[src/rtl/zcash_fpga_rpl_arb.sv]
// zcash_fpga_rpl_arb
//   Packet-atomic round-robin arbiter for the FPGA-to-host reply path.
//   Merges N_IN reply producers onto one host TX stream. A producer is
//   locked from its first beat through its eop, so replies never interleave.
//   Framing errors raise a sticky o_err flag. Forwarding is not affected.
//
//   state | meaning
//   ------+------------------------------------------------------------
//   IDLE  | no packet locked; scan requesters round-robin after last_ptr
//   LOCK  | producer `grant` passed straight through until eop transfers
//
// Ports
//   i_clk, i_rst          system clock, synchronous active-high reset
//   i_val/i_dat/i_sop/    per-producer beat streams (producer k in slice k)
//   i_eop/i_mod, o_rdy
//   o_val/o_dat/o_sop/    merged host stream, i_rdy is downstream ready
//   o_eop/o_mod, i_rdy
//   o_grant, o_busy       locked producer index, valid while o_busy=1
//   o_err                 sticky framing error
//   o_pkt_cnt             completed packet count (wraps)
module zcash_fpga_rpl_arb #(
  parameter int N_IN     = 2,
  parameter int DAT_BYTS = 8,
  parameter int MOD_BITS = $clog2(DAT_BYTS)
) (
  input  logic                         i_clk,
  input  logic                         i_rst,
  input  logic [N_IN-1:0]              i_val,
  input  logic [N_IN*DAT_BYTS*8-1:0]   i_dat,
  input  logic [N_IN-1:0]              i_sop,
  input  logic [N_IN-1:0]              i_eop,
  input  logic [N_IN*MOD_BITS-1:0]     i_mod,
  output logic [N_IN-1:0]              o_rdy,
  output logic                         o_val,
  output logic [DAT_BYTS*8-1:0]        o_dat,
  output logic                         o_sop,
  output logic                         o_eop,
  output logic [MOD_BITS-1:0]          o_mod,
  input  logic                         i_rdy,
  output logic [$clog2(N_IN)-1:0]      o_grant,
  output logic                         o_busy,
  output logic                         o_err,
  output logic [31:0]                  o_pkt_cnt
);

  localparam int GW = $clog2(N_IN);
  localparam int DW = DAT_BYTS * 8;

  typedef enum logic {IDLE, LOCK} state_t;

  state_t          state;
  logic [GW-1:0]   grant;
  logic [GW-1:0]   last_ptr;
  logic [GW-1:0]   sel_idx;
  logic            sel_found;
  logic            first_beat;
  logic            err;
  logic [31:0]     pkt_cnt;
  logic            xfer;

  // Round-robin scan: first requester after last_ptr, wrapping modulo N_IN.
  always_comb begin
    int idx;
    idx       = 0;
    sel_idx   = '0;
    sel_found = 1'b0;
    for (int i = 1; i <= N_IN; i++) begin
      idx = int'(last_ptr) + i;
      if (idx >= N_IN) idx = idx - N_IN;
      if (!sel_found && i_val[idx]) begin
        sel_found = 1'b1;
        sel_idx   = GW'(idx);
      end
    end
  end

  // Zero-latency pass-through of the locked producer; everything idle otherwise.
  always_comb begin
    o_val = 1'b0;
    o_dat = '0;
    o_sop = 1'b0;
    o_eop = 1'b0;
    o_mod = '0;
    o_rdy = '0;
    if (state == LOCK) begin
      o_val        = i_val[grant];
      o_dat        = i_dat[int'(grant)*DW +: DW];
      o_sop        = i_sop[grant];
      o_eop        = i_eop[grant];
      o_mod        = i_mod[int'(grant)*MOD_BITS +: MOD_BITS];
      o_rdy[grant] = i_rdy;
    end
  end

  assign xfer = (state == LOCK) && o_val && i_rdy;

  always_ff @(posedge i_clk) begin
    if (i_rst) begin
      state      <= IDLE;
      grant      <= '0;
      last_ptr   <= GW'(N_IN - 1);
      first_beat <= 1'b0;
      err        <= 1'b0;
      pkt_cnt    <= '0;
    end else begin
      case (state)
        IDLE: begin
          if (sel_found) begin
            grant      <= sel_idx;
            first_beat <= 1'b1;
            state      <= LOCK;
          end
        end
        LOCK: begin
          if (xfer) begin
            first_beat <= 1'b0;
            // Packet must open with sop and carry no second sop before eop.
            if (first_beat != o_sop) err <= 1'b1;
            if (o_eop) begin
              state    <= IDLE;
              last_ptr <= grant;
              pkt_cnt  <= pkt_cnt + 32'd1;
            end
          end
        end
        default: state <= IDLE;
      endcase
    end
  end

  assign o_grant   = grant;
  assign o_busy    = (state == LOCK);
  assign o_err     = err;
  assign o_pkt_cnt = pkt_cnt;

endmodule
[config.mk]
export PLATFORM = sky130hd
export DESIGN_NAME = zcash_fpga_rpl_arb
export DESIGN_NICKNAME = d
export VERILOG_FILES = /design/src/rtl/zcash_fpga_rpl_arb.sv
export SDC_FILE = /design/constraint.sdc
export NUM_CORES = 1
export LEC_CHECK = 0
export CAP_MARGIN = 10
export CORE_AREA = 2 2 97 99
export CTS_BUF_LIST = sky130_fd_sc_hd__clkbuf_8
export DETAILED_ROUTE_END_ITERATION = 10
export DIE_AREA = 0 0 99 101
export PLACE_DENSITY = 0.86
export REMOVE_ABC_BUFFERS = 1
export SLEW_MARGIN = 20
export SYNTH_ARGS = -nofsm -noshare
export SYNTH_HDL_FRONTEND = slang
export SYNTH_SLANG_ARGS = --single-unit
[constraint.sdc]
create_clock -name i_clk -period 2.09 [get_ports i_clk]
set_clock_uncertainty 0.05 [all_clocks]
set_input_delay 0.3135 -clock i_clk [delete_from_list [all_inputs] [get_ports i_clk]]
set_output_delay 0.3135 -clock i_clk [all_outputs]
set_load 0.02 [all_outputs]
### After elaboration in Yosys (flattened, before gate mapping)

Index checks and enable logic that the tools add are counted.
Widths: inputs -> output; s select.

| operators by class | value |
|---|---|
| bitwise gates (word level) | 2 |
| add/sub/neg operators | 5 |
| equal/unequal tests | 3 |
| multiply operators | 1 |
| reduce and logical (&&, ||, !) cells | 9 |
| multiplexer cells | 33 |
| shifts and indexed selects | 2 |
| $lt $le $gt $ge | 6 |

Operators with widths:

| kind | count |
|---|---|
| $shiftx 128x8->64 | 1 |
| $lt 32x3->1 const B | 2 |
| $mux 32 | 2 |
| $mux 64 | 1 |
| $add 32x1->32 const B | 1 |
| $mux 1 | 25 |
| $reduce_and 3->1 | 2 |
| $shiftx 6x4->3 | 1 |
| $logic_and 1x1->1 | 4 |
| $pmux 1 s2 | 2 |
| $reduce_and 2->1 | 2 |
| $sub 3x2->4 const B | 1 |
| $add 1x2->3 const B | 1 |
| $ge 3x2->1 const B | 1 |
| $mul 1x2->3 const B | 1 |
| $mux 3 | 1 |
| $sub 2x2->3 const B | 1 |
| $add 1x1->2 const B | 1 |
| $and 2x2->2 | 1 |
| $ge 2x2->1 const B | 1 |
| $lt 1x2->1 const B | 1 |
| $mux 2 | 1 |
| $ne 2x1->1 const B | 1 |
| $ne 2x2->1 const B | 1 |
| 5 further kinds | 5 |

| word-level totals | value |
|---|---|
| input port bits | 143 |
| word-level logic and storage cells | 67 |
| output and inout port bits | 107 |
| register bits after elaboration | 37 |

### Depth between registers and ports, before layout

Gate-level depths: netlist (run 1).

| logic depth | value |
|---|---|
| word-level depth | 12 |
| gate-level depth with buffers | 8 |
| mapped depth without buffers | 5 |

### Worst setup path after synthesis (run 1)

No wires, ideal clock.

| timing | value |
|---|---|
| path type | flip-flop to flip-flop |
| start | reg grant, in the netlist o_grant |
| end | reg pkt_cnt[29], in the netlist o_pkt_cnt[29] |
| clock period less this slack | 2.098 ns |
| path buffers | 1 |
| setup slack | -0.008 ns |
| setup time | 0.123 ns |
| required time | 1.917 ns |
| arrival time | 1.925 ns |
| cell stages (with the launch flop) | 6 |
| cells stage by stage | dfxtp_1 -> buf_4 -> mux2i_1 -> or4_1 -> nor4_1 -> mux2_1 |

| on the way | value |
|---|---|
| longest elaborated chain between the ends | 6 |
| elaborated cells between the ends (all ways) | 9 |
| those cells by class | 6 x mux; 3 x reduce/logical |

RTL lines:

| element | RTL line | source |
|---|---|---|
| from (decl) | 52 | `logic [GW-1:0] grant;` |
| from (signal assigned) | 109 | `grant <= sel_idx;` |
| $mux 1 (not written as such) (2 in series) | 86 | `o_val = i_val[grant];` |
| $mux 1 | 85 | `if (state == LOCK) begin` |
| $logic_and 1x1->1 (2 in series) | 95 | `assign xfer = (state == LOCK) && o_val && i_rdy;` |
| $reduce_and 3->1 (no line) * | - |  |
| to (signal assigned) | 122 | `pkt_cnt <= pkt_cnt + 32'd1;` |
| to (decl) | 58 | `logic [31:0] pkt_cnt;` |

Mark *: on every way between the ends. The rest lies on a longest branch, timed or not. The select of a mux whose other input is x is not followed.
A chain may end at the register's enable or synchronous reset.

### Final worst setup path (run 1)

| timing | value |
|---|---|
| start | reg grant, in the netlist o_grant |
| end | reg pkt_cnt[31], in the netlist o_pkt_cnt[31] |

Same word-level chain as after synthesis.

==> flow_summary_export.csv, run 1 <==
group,metric,value,unit
synthesis,synth_edf_count,0,
synthesis,synth_seq_area_share,25.8,%
synthesis,ys_top_cells_by_area,"dfxtp_1 (26%), mux2i_1 (24%), nor2_1 (9.8%), or4_1 (5.7%), o31ai_1 (5.5%)",
sta,max_freq,0.480,GHz
route,first_pass_iters,5,
route,wl_met3,961,um
synthesis,yosysMostFrequentCell,"nor2_1",
global_routing,antenna_found_initial,0,
die,initial_utilization,32.0,%
sta,holdWs,411,ps
global_routing,grt_pass1_wl,20100,um
worst_setup_path,critPathBufInv,0,
power,peakVddDrop,423,uV
clock_tree,clk_latency,290,ps
clock_tree,cts-root-buf,"clkbuf_8",
placement,gp_congestion,0.900,
synthesis,synth_top_area_share,25.8,%
power,power.total,2.29,mW
placement,io_buffers,249,
sta,maxSlewHeadroom,71.3,%
synthesis,syn_inst,379,
die,num_io_pins,250,
sta,tightest_slew,426,ps
worst_setup_path,crit_chain,"mux2i_1 -> or4_1 -> nor4_1 -> mux2_2",
synthesis,synth_warnings,0,
synthesis,synthesis.area,0.00287,mm^2
clock_tree,cts_tree,"done",
worst_setup_path,critPathArrivalTime,2200,ps
placement,dp_cells,741,
route,highest_layer,"met4",
power,powerDensity,394,mW/mm^2
sta,hold_violations,0,
worst_setup_path,startpoint_type,"flop",
clock_tree,cts_buffer_depth,2,
sta,post-route-period-util,99.7,%
worst_setup_path,required,2210,ps
route,vias,3952,
job,maxCapViolCount,0,
power,p_leak,2.37,nW
clock_tree,cts-htree-levels,2,
synthesis,syn_avg_cell_area,7.58,um^2
cells_and_area,drive_above_1_share,8.85,%
route,drc,0,
worst_setup_path,slowest_stage,"or4_1",
route,wl,13800,um
die,std_cell_rows,35,
die,die_h,101,um
clock_tree,cts.sinks,37,
worst_setup_path,crit_type,"reg2reg",
synthesis,ys_types,32,
worst_setup_path,slowest_delay,580,ps
route,wl_met1,5600,um
route,wire_per_inst,18.3,um
route,final_antenna_net_count,0,
synthesis,ys.flop_type,"dfxtp_1",
sta,period_needed,2080,ps
route,vias_per_cell,5.23,
cells_and_area,layout.nets,787,
synthesis,synth_common_cells,"nor2_1 (75), mux2i_1 (69), dfxtp_1 (37), a21oi_1 (31), or4_1 (22)",
clock_tree,cts_buffers,5,
synthesis,synthArstFlopShare,0,%
route,drt_iter0_drc,155,
die,die_x,99,um
cells_and_area,antenna_cells,0,
cells_and_area,final_cells,755,
synthesis,synth-seq-cells,37,
sta,setup_violations,0,
global_routing,overflow,0,
cells_and_area,nFillCells,746,
synthesis,yosys.area.top_type,"dfxtp_1",
sta,drv_slew,0,
placement,dp_hpwl,10900,um
worst_setup_path,cp_max_fo,11,
run_status,status,"completed",
die,die-area,0.0100,mm^2
route,route.met2.wl,7030,um
global_routing,grt_max_degree,38,
cells_and_area,syn_to_final_growth,103,%
worst_setup_path,end_kind,"flop",
global_routing,grt_pass1_vias,3758,
die,core_area,0.00898,mm^2
clock_tree,clkTransAtPathRegs,80,ps
sta,rsz0062_at_grt,"true",
global_routing,grtUsageTotal,25.1,%
worst_setup_path,crit_family,"simple AND/OR/NAND/NOR gates",
min_path,worstHoldPathType,"reg2reg",
-- power breakdown --
part / internal (mW) / switching [mW] / total [mW] / leakage, nW
clock network: 0.384 / 0.257 / 0.641 / 0.0626
logic: 0.499 / 0.431 / 0.929 / 2.01
registers: 0.711 / 0.0120 / 0.723 / 0.300
-- final cells by class --
type | count | area, um^2 | share of cell area (%)
repair buffers | 286 | 2770 | 47.6
clock inverters | 2 | 33.8 | 0.580
multi-input cells | 305 | 2020 | 34.7
flip-flops and latches | 37 | 744 | 12.8
clock buffers | 6 | 82.6 | 1.42
well taps | 111 | 139 | 2.39
inverters | 8 | 30.0 | 0.516
-- path summary, 6_finish.rpt --
path            from             to  slack (ps)  depth (start not counted)
max          o_grant  o_pkt_cnt[31]           7                          4
min            o_err          o_err         410                          2
max reg2reg  o_grant  o_pkt_cnt[31]           7                          4
min reg2reg    o_err          o_err         410                          2
-- tightest hold or removal path, cell delays in order, from the launching register on --
cell     delay (ps)
dfxtp_1         320
inv_1            50
a21oi_1          50
-- registers in the layout (all words and copies together) (netlist names) --
register and cells:
o_pkt_cnt 32, first_beat 1, last_ptr 1, o_busy 1
o_err 1, o_grant 1
-- repair_timing --
action                                  CTS  global route
endpoints found under the setup margin   70            14
gates resized for setup                  71            11
gates cloned                              0             1
setup buffers                             2             3
hold buffers                              0             0
pin swaps                                 0             1
-- per-stage QoR --
step | setup slack, ps | area (um^2) | utilization, % | TNS (ps)
after global routing | -24.1 | 5820 | 64.9 | -92.6
final | 7.21 | 5820 | 64.9 | 0
after global placement | -225 | 5680 | 63.2 | -1500
after CTS | 1.39 | 5730 | 63.9 | 0
after floorplan | -2540 | 2760 | - | -194030
after detailed placement | -293 | 5680 | 63.2 | -2470
-- logic make-up (layout without fill, tap and decap cells) --
group | after synthesis | count (layout) | share of synthesized area [%]
buffers and inverters | 37 | 302 | 5.09
xor gates and xnor gates | 3 | 3 | 0.914
DFF | 37 | 37 | 25.8
muxes | 73 | 73 | 25.6
and+or+nand+nor | 166 | 166 | 29.4
adders and majority gates | 1 | 1 | 0.435
AOI/OAI and AO/OA | 62 | 62 | 12.8
-- cell usage in the layout (no fill, tap or decap), types with 2 or more instances in the layout --
cell             netlist  layout
dfxtp_1               37      36
mux2_2                 3       3
nand3_1               12      12
a21oi_1               31      30
dlygate4sd2_1          0      68
inv_1                  7       8
buf_12                 0       4
o21ai_0                8       8
mux2i_2                0       4
mux2i_1               69      64
clkbuf_8               0       6
nor2_1                75      75
and2_1                 7       7
nand4_1               13      13
dlymetal6s2s_1         0       4
nand2_1               15      15
o31ai_1               21      21
and4_1                 5       5
or4_1                 22      21
buf_4                  1      31
and3_1                 5       5
nor2b_1                2       2
xnor2_1                2       2
clkdlybuf4s50_1        0     177
nor4_1                 2       2
or3_1                  5       5
-- layer usage --
metal / vias up / global-route usage [%]
li1: 1919 / -
met1: 1848 / 31.5
met2: 167 / 45.8
met3: 18 / 4.23
met4: 0 / 4.00
met5: - / 0
No activity file was read; power rests on OpenSTA's default activity.
==> run 2, diff against run 1 <==
--- a/config.mk
+++ b/config.mk
@@ -12,6 +12,7 @@
 export DIE_AREA = 0 0 99 101
 export PLACE_DENSITY = 0.86
 export REMOVE_ABC_BUFFERS = 1
+export SETUP_SLACK_MARGIN = 0.15
 export SLEW_MARGIN = 20
 export SYNTH_ARGS = -nofsm -noshare
 export SYNTH_HDL_FRONTEND = slang
==> run 2 against run 1 <==
Register-to-register slack better by 20 ps. Core utilization is 6.0 points higher. Count of clock-buffer cells in the layout stayed put. Clock power is 4.1% higher. Cell area is 9.3% higher. Worst hold slack better by 3.4 ps. Global-route usage is 1.8 points higher. Flip-flop and latch count stayed put. Largest cell class unchanged.
==> flow_summary_export.csv, run 2 (synthesis gave the netlist of run 1 again) <==
group,metric,value,unit
run_status,status,"completed",
clock_tree,cts_buffer_depth,2,
route,wl_met1,6240,um
global_routing,grt_pass1_wl,21400,um
power,peakVddDrop,381,uV
global_routing,grtUsageTotal,26.9,%
placement,dp_slack,-293,ps
power,p_leak,2.41,nW
die,num_io_pins,250,
die,std_cell_rows,35,
worst_setup_path,critPathArrivalTime,2240,ps
power,powerDensity,377,mW/mm^2
power,p_int,1.64,mW
min_path,hp-start,"o_err",
clock_tree,holdBufCountCts,0,
worst_setup_path,reg2reg_to,"o_pkt_cnt[7]",
clock_tree,clkTransAtPathRegs,90,ps
min_path,hold_depth,2,
cells_and_area,layout_commonest_cell,"clkdlybuf4s50_1",
global_routing,grt_pass1_vias,3911,
cells_and_area,antenna_cells,0,
sta,tightest_slew,509,ps
sta,holdWs,414,ps
power,switching_power,0.764,mW
sta,rsz0062_at_grt,"true",
sta,finalWorstSetupSlack,25.6,ps
route,route.met2.wl,8370,um
cells_and_area,syn_to_final_growth,121,%
clock_tree,cts-root-buf,"clkbuf_8",
sta,hold_violations,0,
sta,setup_violations,0,
global_routing,overflow,0,
sta,max_freq,0.484,GHz
power,p_sw_share,31.8,%
placement,dp_hpwl,10900,um
route,wire_per_inst,21.2,um
sta,post-route-period-util,98.8,%
worst_setup_path,reg2regPathDepth,9,
route,first_pass_iters,5,
cells_and_area,nFillCells,634,
die,die-area,0.0100,mm^2
route,final_antenna_net_count,0,
sta,tns,0,ps
power,clockPowerShare,27.8,%
worst_setup_path,critical_path.startpoint,"o_grant",
worst_setup_path,r2r_start,"o_grant",
sta,period_needed,2060,ps
clock_tree,cts.sinks,37,
clock_tree,cts-htree-levels,2,
min_path,worstHoldPathType,"reg2reg",
route,vias,4269,
min_path,holdPathEnd,"o_err",
die,die_x,99,um
clock_tree,cts_tree,"done",
route,vias_per_cell,5.52,
worst_setup_path,cp_max_fo,10,
cells_and_area,fin_area,0.00636,mm^2
worst_setup_path,ff2ff_setup_slack,30,ps
worst_setup_path,startpoint_type,"flop",
cells_and_area,layout_common_cells,"clkdlybuf4s50_1 (175), nor2_1 (75), mux2i_1 (52), clkbuf_2 (40), buf_4 (39)",
route,highest_layer,"met4",
worst_setup_path,required,2270,ps
cells_and_area,largest_reg_flops,32,
cells_and_area,drive_above_1_share,31.2,%
job,maxCapViolCount,0,
global_routing,grt_max_degree,38,
route,wl_met3,1290,um
route,drt_iter0_drc,262,
worst_setup_path,crit_type,"reg2reg",
die,die_h,101,um
route,wl,16400,um
die,core_area,0.00898,mm^2
placement,io_buffers,249,
placement,placed_area,0.00568,mm^2
sta,maxSlewHeadroom,65.9,%
power,pwr-share-seq,30.0,%
placement,gp_congestion,0.900,
route,drc,0,
cells_and_area,layout.nets,806,
sta,drv_slew,0,
clock_tree,clk_latency,310,ps
global_routing,antenna_found_initial,0,
worst_setup_path,end_kind,"flop",
die,initial_utilization,32.0,%
power,p_comb_share,42.2,%
clock_tree,cts_buffers,5,
run 2: worst max path at each step:
| stage | to | slack, ps | depth (start not counted) |
|---|---|---|---|
| floorplan | o_pkt_cnt[25] | -2540 | 4 |
| global placement | o_pkt_cnt[29] | -230 | 5 |
| detailed placement | o_pkt_cnt[31] | -290 | 5 |
| CTS | o_pkt_cnt[28] | 30 | 7 |
| global route | o_pkt_cnt[28] | -10 | 5 |
| finish | o_pkt_cnt[7] | 30 | 9 |
run 2: cell type report:
type	count	area (um^2)	area share, %
Inverter	8	30.0	0.472
Tap cell	111	139	2.18
Clock inverter	2	33.8	0.531
Multi-Input combinational cell	305	2450	38.5
Clock buffer	6	82.6	1.30
Timing Repair Buffer	305	2880	45.2
Sequential cell	37	756	11.9
run 2: metal layers:
| metal | vias to the layer above | global-route usage [%] |
|---|---|---|
| met4 | 0 | 4.00 |
| met1 | 2022 | 32.4 |
| li1 | 1950 | - |
| met2 | 248 | 50.5 |
| met3 | 49 | 5.20 |
| met5 | - | 0 |
run 2: metrics by stage:
step / total power, mW / util [%] / std cells
after floorplan: 1.13 / - / 350
after global placement: 1.70 / 63.2 / 741
after detailed placement: 1.71 / 63.2 / 741
after CTS: 2.33 / 66.9 / 761
after global routing: 2.47 / 70.9 / 774
final: 2.40 / 70.9 / 774
run 2: power groups by stage:
stage,clock (mW),sequential [mW],combinational [mW]
3_3_place_gp,0,0.739,0.957
3_5_place_dp,0,0.740,0.974
6_report,0.667,0.720,1.01
5_1_grt,0.689,0.721,1.06
4_1_cts,0.643,0.720,0.966
2_1_floorplan,0,0.774,0.353
run 2: critical path, stage by stage, from the launching register on:
cell	delay [ps]
dfxtp_4	380
buf_8	140
buf_6	110
mux2_4	220
nand4_1	110
buf_6	160
buf_4	150
clkbuf_16	170
or3_1	360
a21oi_1	130
run 2: what timing repair did:
item	in CTS	in global routing
setup buffers	9	11
setup endpoints to repair	79	80
gates resized for setup	141	175
cloned	3	3
pin swaps	5	43
==> run 3, diff against run 2 <==
--- a/config.mk
+++ b/config.mk
@@ -13,7 +13,6 @@
 export PLACE_DENSITY = 0.86
 export REMOVE_ABC_BUFFERS = 1
 export SETUP_SLACK_MARGIN = 0.15
-export SLEW_MARGIN = 20
 export SYNTH_ARGS = -nofsm -noshare
 export SYNTH_HDL_FRONTEND = slang
 export SYNTH_SLANG_ARGS = --single-unit
==> results of run 3 <==
The final DEF is identical to that of run 2; final timing and power are the same.
